--- src/rtl/spi_master_ctrl_if.sv ---
// Request/response and serial-link bundle for the SPI master controller.
// Latency: none, wires only; the controller decides all timing.
// Backpressure: req_valid/req_ready; the response side has no backpressure.
// Optional feature macro: SPIM_ABORT_EN adds abort (in) and rsp_err (out).
interface spi_master_ctrl_if;
    logic       req_valid;
    logic       req_ready;
    logic [1:0] req_cmd;
    logic [7:0] req_data;
    logic       rsp_valid;
    logic [7:0] rsp_data;
    logic       SS_n;
    logic       MOSI;
    logic       MISO;
`ifdef SPIM_ABORT_EN
    logic       abort;
    logic       rsp_err;
`endif

`ifdef SPIM_ABORT_EN
    // Controller side: owns the request handshake, response strobe and serial outputs.
    modport master (
        input  req_valid, req_cmd, req_data, MISO, abort,
        output req_ready, rsp_valid, rsp_data, SS_n, MOSI, rsp_err
    );

    // System side plus slave wrapper: drives requests and MISO, observes the rest.
    modport slave (
        output req_valid, req_cmd, req_data, MISO, abort,
        input  req_ready, rsp_valid, rsp_data, SS_n, MOSI, rsp_err
    );
`else
    // Controller side: owns the request handshake, response strobe and serial outputs.
    modport master (
        input  req_valid, req_cmd, req_data, MISO,
        output req_ready, rsp_valid, rsp_data, SS_n, MOSI
    );

    // System side plus slave wrapper: drives requests and MISO, observes the rest.
    modport slave (
        output req_valid, req_cmd, req_data, MISO,
        input  req_ready, rsp_valid, rsp_data, SS_n, MOSI
    );
`endif
endinterface

--- src/rtl/spi_master_ctrl.sv ---
// SPI master: serialises one {cmd,data} RAM command frame per request, captures the read byte for cmd 11.
// Latency: SS_n low 12 cycles (20+RD_WAIT for read-data), then a one-cycle response strobe in END.
// Backpressure: req_ready only in IDLE; requests while busy are neither taken nor stored. Macro: SPIM_ABORT_EN.
module spi_master_ctrl #(
    parameter int RD_WAIT = 2
) (
    input  logic              clk,
    input  logic              rst_n,
    spi_master_ctrl_if.master bus
);

    typedef enum logic [2:0] {
        IDLE,
        CMD,
        SHIFT,
        WAIT,
        RECV,
        END
    } state_t;

    // Counter reload values: each timed state runs from its load value down to zero.
    localparam logic [3:0] CMD_LOAD   = 4'd1;
    localparam logic [3:0] SHIFT_LOAD = 4'd9;
    localparam logic [3:0] WAIT_LOAD  = 4'(RD_WAIT - 1);
    localparam logic [3:0] RECV_LOAD  = 4'd7;

    state_t     state_q;
    state_t     state_d;
    logic [3:0] cnt_q;
    logic [3:0] cnt_d;
    logic [9:0] frame_q;
    logic [7:0] rx_q;
    logic [7:0] rsp_data_q;
    logic       accept;
    logic       abort_hit;
    logic       enter_end;
    logic       ss_n_c;
    logic       mosi_c;

    assign accept    = (state_q == IDLE) && bus.req_valid;
    assign enter_end = (state_d == END) && (state_q != END);

`ifdef SPIM_ABORT_EN
    logic err_q;

    // Abort only matters while a frame is in flight; IDLE and END ignore it.
    assign abort_hit   = bus.abort && (state_q != IDLE) && (state_q != END);
    assign bus.rsp_err = (state_q == END) && err_q;

    // Remember whether the response about to be issued comes from an aborted frame.
    always_ff @(posedge clk or negedge rst_n) begin
        if (!rst_n) begin
            err_q <= 1'b0;
        end else if (enter_end) begin
            err_q <= abort_hit;
        end
    end
`else
    assign abort_hit = 1'b0;
`endif

    // State and shared down-counter registers.
    always_ff @(posedge clk or negedge rst_n) begin
        if (!rst_n) begin
            state_q <= IDLE;
            cnt_q   <= 4'd0;
        end else begin
            state_q <= state_d;
            cnt_q   <= cnt_d;
        end
    end

    // Next state and counter: reload on every state entry, count down while staying.
    always_comb begin
        state_d = state_q;
        cnt_d   = cnt_q;
        case (state_q)
            IDLE: begin
                cnt_d = 4'd0;
                if (accept) begin
                    state_d = CMD;
                    cnt_d   = CMD_LOAD;
                end
            end
            CMD: begin
                if (cnt_q == 4'd0) begin
                    state_d = SHIFT;
                    cnt_d   = SHIFT_LOAD;
                end else begin
                    cnt_d = cnt_q - 4'd1;
                end
            end
            SHIFT: begin
                if (cnt_q == 4'd0) begin
                    if (frame_q[9:8] == 2'b11) begin
                        state_d = WAIT;
                        cnt_d   = WAIT_LOAD;
                    end else begin
                        state_d = END;
                        cnt_d   = 4'd0;
                    end
                end else begin
                    cnt_d = cnt_q - 4'd1;
                end
            end
            WAIT: begin
                if (cnt_q == 4'd0) begin
                    state_d = RECV;
                    cnt_d   = RECV_LOAD;
                end else begin
                    cnt_d = cnt_q - 4'd1;
                end
            end
            RECV: begin
                if (cnt_q == 4'd0) begin
                    state_d = END;
                    cnt_d   = 4'd0;
                end else begin
                    cnt_d = cnt_q - 4'd1;
                end
            end
            END: begin
                state_d = IDLE;
                cnt_d   = 4'd0;
            end
            default: begin
                state_d = IDLE;
                cnt_d   = 4'd0;
            end
        endcase
        if (abort_hit) begin
            state_d = END;
            cnt_d   = 4'd0;
        end
    end

    // Serial outputs are pure functions of state so reset releases SS_n without a clock.
    always_comb begin
        ss_n_c = 1'b1;
        mosi_c = 1'b0;
        case (state_q)
            CMD: begin
                ss_n_c = 1'b0;
                mosi_c = frame_q[9];
            end
            SHIFT: begin
                ss_n_c = 1'b0;
                mosi_c = frame_q[cnt_q];
            end
            WAIT, RECV: begin
                ss_n_c = 1'b0;
            end
            default: begin
                ss_n_c = 1'b1;
                mosi_c = 1'b0;
            end
        endcase
    end

    // Frame latch on accept, MISO capture MSB first, response byte loaded on the way into END.
    always_ff @(posedge clk or negedge rst_n) begin
        if (!rst_n) begin
            frame_q    <= 10'd0;
            rx_q       <= 8'h00;
            rsp_data_q <= 8'h00;
        end else begin
            if (accept) begin
                frame_q <= {bus.req_cmd, bus.req_data};
            end
            if (state_q == RECV) begin
                rx_q <= {rx_q[6:0], bus.MISO};
            end
            if (enter_end) begin
                if (!abort_hit && (state_q == RECV)) begin
                    rsp_data_q <= {rx_q[6:0], bus.MISO};
                end else begin
                    rsp_data_q <= 8'h00;
                end
            end
        end
    end

    assign bus.req_ready = (state_q == IDLE);
    assign bus.rsp_valid = (state_q == END);
    assign bus.rsp_data  = rsp_data_q;
    assign bus.SS_n      = ss_n_c;
    assign bus.MOSI      = mosi_c;

endmodule

--- src/flat_wrapper.sv ---
// flat-port wrapper written by rule: the top's interface ports become plain ports
module spi_master_ctrl_flat 
#(
    parameter int RD_WAIT = 2
)
  (clk, rst_n, bus_req_valid, bus_req_cmd, bus_req_data, bus_MISO, bus_req_ready, bus_rsp_valid, bus_rsp_data, bus_SS_n, bus_MOSI);
  spi_master_ctrl_if bus_i ();
  input  logic clk;
  input  logic rst_n;
  input wire logic [$bits(bus_i.req_valid)-1:0] bus_req_valid;
  input wire logic [$bits(bus_i.req_cmd)-1:0] bus_req_cmd;
  input wire logic [$bits(bus_i.req_data)-1:0] bus_req_data;
  input wire logic [$bits(bus_i.MISO)-1:0] bus_MISO;
  output wire logic [$bits(bus_i.req_ready)-1:0] bus_req_ready;
  output wire logic [$bits(bus_i.rsp_valid)-1:0] bus_rsp_valid;
  output wire logic [$bits(bus_i.rsp_data)-1:0] bus_rsp_data;
  output wire logic [$bits(bus_i.SS_n)-1:0] bus_SS_n;
  output wire logic [$bits(bus_i.MOSI)-1:0] bus_MOSI;
  assign bus_i.req_valid = bus_req_valid;
  assign bus_i.req_cmd = bus_req_cmd;
  assign bus_i.req_data = bus_req_data;
  assign bus_i.MISO = bus_MISO;
  assign bus_req_ready = bus_i.req_ready;
  assign bus_rsp_valid = bus_i.rsp_valid;
  assign bus_rsp_data = bus_i.rsp_data;
  assign bus_SS_n = bus_i.SS_n;
  assign bus_MOSI = bus_i.MOSI;
  spi_master_ctrl #(.RD_WAIT(RD_WAIT)) u_core (.clk(clk), .rst_n(rst_n), .bus(bus_i));
endmodule
--- config.mk ---
export PLATFORM = sky130hd
export DESIGN_NAME = spi_master_ctrl_flat
export DESIGN_NICKNAME = d
export VERILOG_FILES = /design/src/rtl/spi_master_ctrl_if.sv /design/src/rtl/spi_master_ctrl.sv /design/src/flat_wrapper.sv
export SDC_FILE = /design/constraint.sdc
export NUM_CORES = 1
export LEC_CHECK = 0
export CORE_MARGIN = 2
export CORE_UTILIZATION = 65
export CTS_BUF_LIST = sky130_fd_sc_hd__clkbuf_4
export DETAILED_ROUTE_END_ITERATION = 10
export DONT_BUFFER_PORTS = 1
export PLACE_DENSITY = 0.8
export SYNTH_ARGS = -nofsm -noshare
export SYNTH_HDL_FRONTEND = slang
export SYNTH_SLANG_ARGS = --single-unit
--- constraint.sdc ---
create_clock -name clk -period 2.79 [get_ports clk]
set_input_delay 0.558 -clock clk [delete_from_list [all_inputs] [get_ports clk]]
set_output_delay 0.558 -clock clk [all_outputs]
set_load 0.02 [all_outputs]
* Yosys cells after proc, flatten, opt, wreduce, memory -nomap -nowiden
Index checks and enable logic that the tools add are counted.
Word-level totals: memory bits (writable) 0, ROM bits 0, word-level logic and storage cells 39, bits in registers 32, memories kept 0, bits in latches 0
Operators by class: div/mod/pow operators 0, $mul 0, eq/ne operators 8, mux-type cells 19, shift-type cells 0, $lt $le $gt $ge 1, add/sub/neg operators 1, reduce and logical (&&, ||, !) cells 5, bitwise gates (word level) 0
Operator list (count):
- 4-bit case mux with 5 select lines | 1
- 3-bit 2-to-1 mux | 6
- 4-bit 2-to-1 mux | 4
- 3-bit case mux with 5 select lines | 1
- 3-bit equality test, second input constant | 3
- 8-bit 2-to-1 mux | 1
- 3-bit by 2-bit equality test with 1-bit output, second input constant | 2
- 4-bit by 5-bit less-than comparator with 1-bit output, second input constant | 1
- 1-bit binary-select mux with 4-bit select | 1
- 4-bit zero test | 1
- 1-bit 2-to-1 mux | 4
- 4-bit OR reduction | 1
- 4-bit by 1-bit subtractor with 4-bit output, second input constant | 1
- 3-bit by 1-bit equality test with 1-bit output, second input constant | 1
- 3-bit zero test | 1
- 3-bit != test, second input constant | 1
- 2-bit equality test, second input constant | 1
- 1-bit logical AND | 2
- 1-bit case mux with 2 select lines | 1

* Logic depth before layout (Yosys ltp)
depth in word-level cells 6, depth in mapped cells 8, mapped depth without buffers 6

* Least setup slack after synthesis
No wires, ideal clock.
path kind reg-to-output, from reg u_core.cnt_q[0], to out bus_MOSI, arrival time 1442 ps, cell stages (with the launch flop) 5, setup slack 790 ps, cell sequence dfrtp_1 > buf_2 > mux4_1 > o2111ai_1 > o21ai_0
On the way: cells in the longest elaborated chain, start to end 3
Ends and longest elaborated chain:
- from (decl) | RTL line spi_master_ctrl.sv:29 | logic [3:0] cnt_q;
- from (signal assigned) | RTL line spi_master_ctrl.sv:69 | cnt_q <= cnt_d;
- 1-bit binary-select mux with 4-bit select | RTL line spi_master_ctrl.sv:148 | mosi_c = frame_q[cnt_q];
- 1-bit 2-to-1 mux (not written as such) | RTL line spi_master_ctrl.sv:148
- 1-bit case mux with 2 select lines | RTL line spi_master_ctrl.sv:141 | case (state_q)
- to (decl) | RTL line flat_wrapper.sv:18 | output wire logic [$bits(bus_i.MOSI)-1:0] bus_MOSI;
Every way passes these cells. The select of a mux whose other input is x is not followed.

* Final worst setup path
Same ends and word-level chain as after synthesis.

==> out/qor.txt <==
Synth Area per Inst -> 10.9 um^2
vias in the first global route -> 1073
CTS tree -> built
WHS -> 27.6 ps
Crit Reg-Reg Startpoint -> u_core.cnt_q[0]$_DFF_PN0_
first-pass GRT wire length -> 5110 um
max_slew headroom -> 0.571
Synth Instances -> 141
first drt pass iteration count -> 4
initial antenna violation count -> 0
Syn Nets -> 156
DRT antenna net count -> 0
pre-CTS setup slack -> 700 ps
post-CTS setup buffers -> 0
Synth cell types -> 35
Placement Rows -> 17
worst-skew pair later-pin latency -> 340 ps
period utilization -> 0.885
register area -> 801 um^2
count of pins over their slew limit -> 0
post-CTS sizing -> 0
top-area cell type share of the netlist area -> 0.523
Worst Tran Pin Value -> 637 ps
Die Wd -> 52.5 um
Hold WC Path Type -> input pin to async pin
number of port buffers -> 0
# setup viols final -> 0
multi-input logic area -> 664 um^2
Placer Congestion -> 0.852
RSZ-0062 raised after global routing -> false
Pwr Density -> 1180 nW/um^2
DRC -> 0
Final HPWL DP -> 2030 um
Tmin final -> 2470 ps
Die ar. -> 2760 um^2
Final TNS setup -> 0 ps
post-synthesis cell area -> 1530 um^2
status -> finished clean
top achievable clock speed -> 0.405 GHz
CTS max path bufs -> 2
CP startpoint kind -> register
Clock transition at path regs -> 110 ps
Post-synth EDFFs -> 0
share of cells above drive strength 1 -> 0.181
VDD IR max -> 0.826 mV
H-tree depth -> 2
gr usage total -> 0.266
worst path arrival time -> 1910 ps
CP Data Required Time -> 2230 ps
Layout area overhead -> 6.30%
Yosys reg bits -> 32
most frequent cells in the layout -> 32 x dfrtp_1, 25 x nand2_1, 12 x mux2_2
Top-Level Pins -> 26
vias per cell -> 6.22
Tot Pwr -> 1920 uW
ys flop type -> dfrtp_1
Root Buffer -> clkbuf_4
most common cell after layout, fill and taps aside -> dfrtp_1
max-cap viol count -> 0
CTS buffer count -> 5
core outline area -> 2210 um^2
Via Count -> 1069
CP max FO -> 8
worst setup path start -> u_core.cnt_q[0]$_DFF_PN0_
Leak Pwr -> 0.000768 uW
share of the yosys chip area belonging to registers -> 0.523
Die Height -> 52.5 um
fill count -> 149
pin count of the biggest net entering global routing -> 33
leading area contributor after synthesis -> dfrtp_1
crit end category -> output pin
clk sinks -> 32
post-layout net count -> 158
largest cells by area after synthesis -> dfrtp_1 52%, mux2_2 8.8%, nand2_1 6.1%
Iter 0 DRT Violations -> 23
worst setup margin -> 322 ps
Routed WL per cell -> 17.1 um
# diodes -> 0
global route total overflow -> 0
ys async rst share -> 1.00
final hold vios -> 0
kind of critical path -> register to output pin
clk_skew -> 15.4 ps
WL final -> 2940 um
Initial Util -> 0.692
YS warnings -> 0
[synth_stat cells (all sizes together) (4+ instances only)]
cell and n:
mux2i 4, nand2 25, o21ai 4, inv 5, mux2 12, dfrtp 32
nor2 12, nor3 5, a21oi 4, a22o 7, buf 6
[registers in the layout, indices dropped and copies added (netlist names)]
| name | cells |
|---|---|
| u_core.state_q | 3 |
| u_core.rx_q | 7 |
| u_core.bus.rsp_data | 8 |
| u_core.cnt_q | 4 |
| u_core.frame_q | 10 |
[critical path, cell delays in order (launching register included)]
cell and delay [ps]:
dfrtp_1 530, mux4_1 590, o2111ai_1 170, o21ai_0 270
[metal layers]
metal | routed length (um) | global-route usage | part of all wire | vias to the layer above
met3 | 212 | 0.0857 | 0.072 | 4
li1 | - | - | - | 505
met1 | 1330 | 0.364 | 0.45 | 516
met4 | 45 | 0.128 | 0.015 | 0
met2 | 1340 | 0.383 | 0.46 | 44
met5 | 0 | 0 | 0 | -
[cell type report]
class | count | area share
Inverter | 5 | 0.0115
Multi-Input combinational cell | 97 | 0.408
Clock inverter | 3 | 0.0262
Clock buffer | 5 | 0.0231
Sequential cell | 32 | 0.492
Tap cell | 28 | 0.0215
Timing Repair Buffer | 2 | 0.0169
[power breakdown]
group | internal (uW) | leakage, uW | total [uW] | switching (uW)
Clock | 187 | 0.0000412 | 353 | 166
Sequential | 639 | 0.000410 | 857 | 218
Combinational | 344 | 0.000317 | 712 | 368
Total | 1170 | 0.000768 | 1920 | 752
[path summary, 6_finish.rpt]
path	to	depth (start not counted)	slack [ps]
max	bus_MOSI	3	320
min	u_core.cnt_q[3]$_DFF_PN0_	1	30
max reg2reg	u_core.bus.rsp_data[6]$_DFFE_PN0P_	5	700
min reg2reg	u_core.rx_q[6]$_DFFE_PN0N_	2	490
min in group clk	u_core.rx_q[0]$_DFFE_PN0N_	2	350
max in group asynchronous	u_core.rx_q[3]$_DFFE_PN0N_	1	2580
[cells by family after synthesis]
logic type | count (synthesis) | synth area share
buffers and inverters | 12 | 0.0425
AOI/OAI and AO/OA | 27 | 0.136
xor gates and xnor gates | 1 | 0.00572
muxes | 17 | 0.132
adders and majority gates | 1 | 0.00818
DFF | 32 | 0.523
and+or+nand+nor | 51 | 0.153
[what timing repair did]
item,in CTS,in global routing
endpoints found under the hold margin,32,0
hold buffers,1,0
setup endpoints to repair,0,0
[through the flow]
stage	instances	cell area, um^2	util
after floorplan	141	1530	-
after global placement	163	1530	0.690
after detailed placement	163	1530	0.690
after CTS	172	1630	0.735
after global routing	172	1630	0.735
final	172	1630	0.735
No activity file was read; power rests on OpenSTA's default activity.
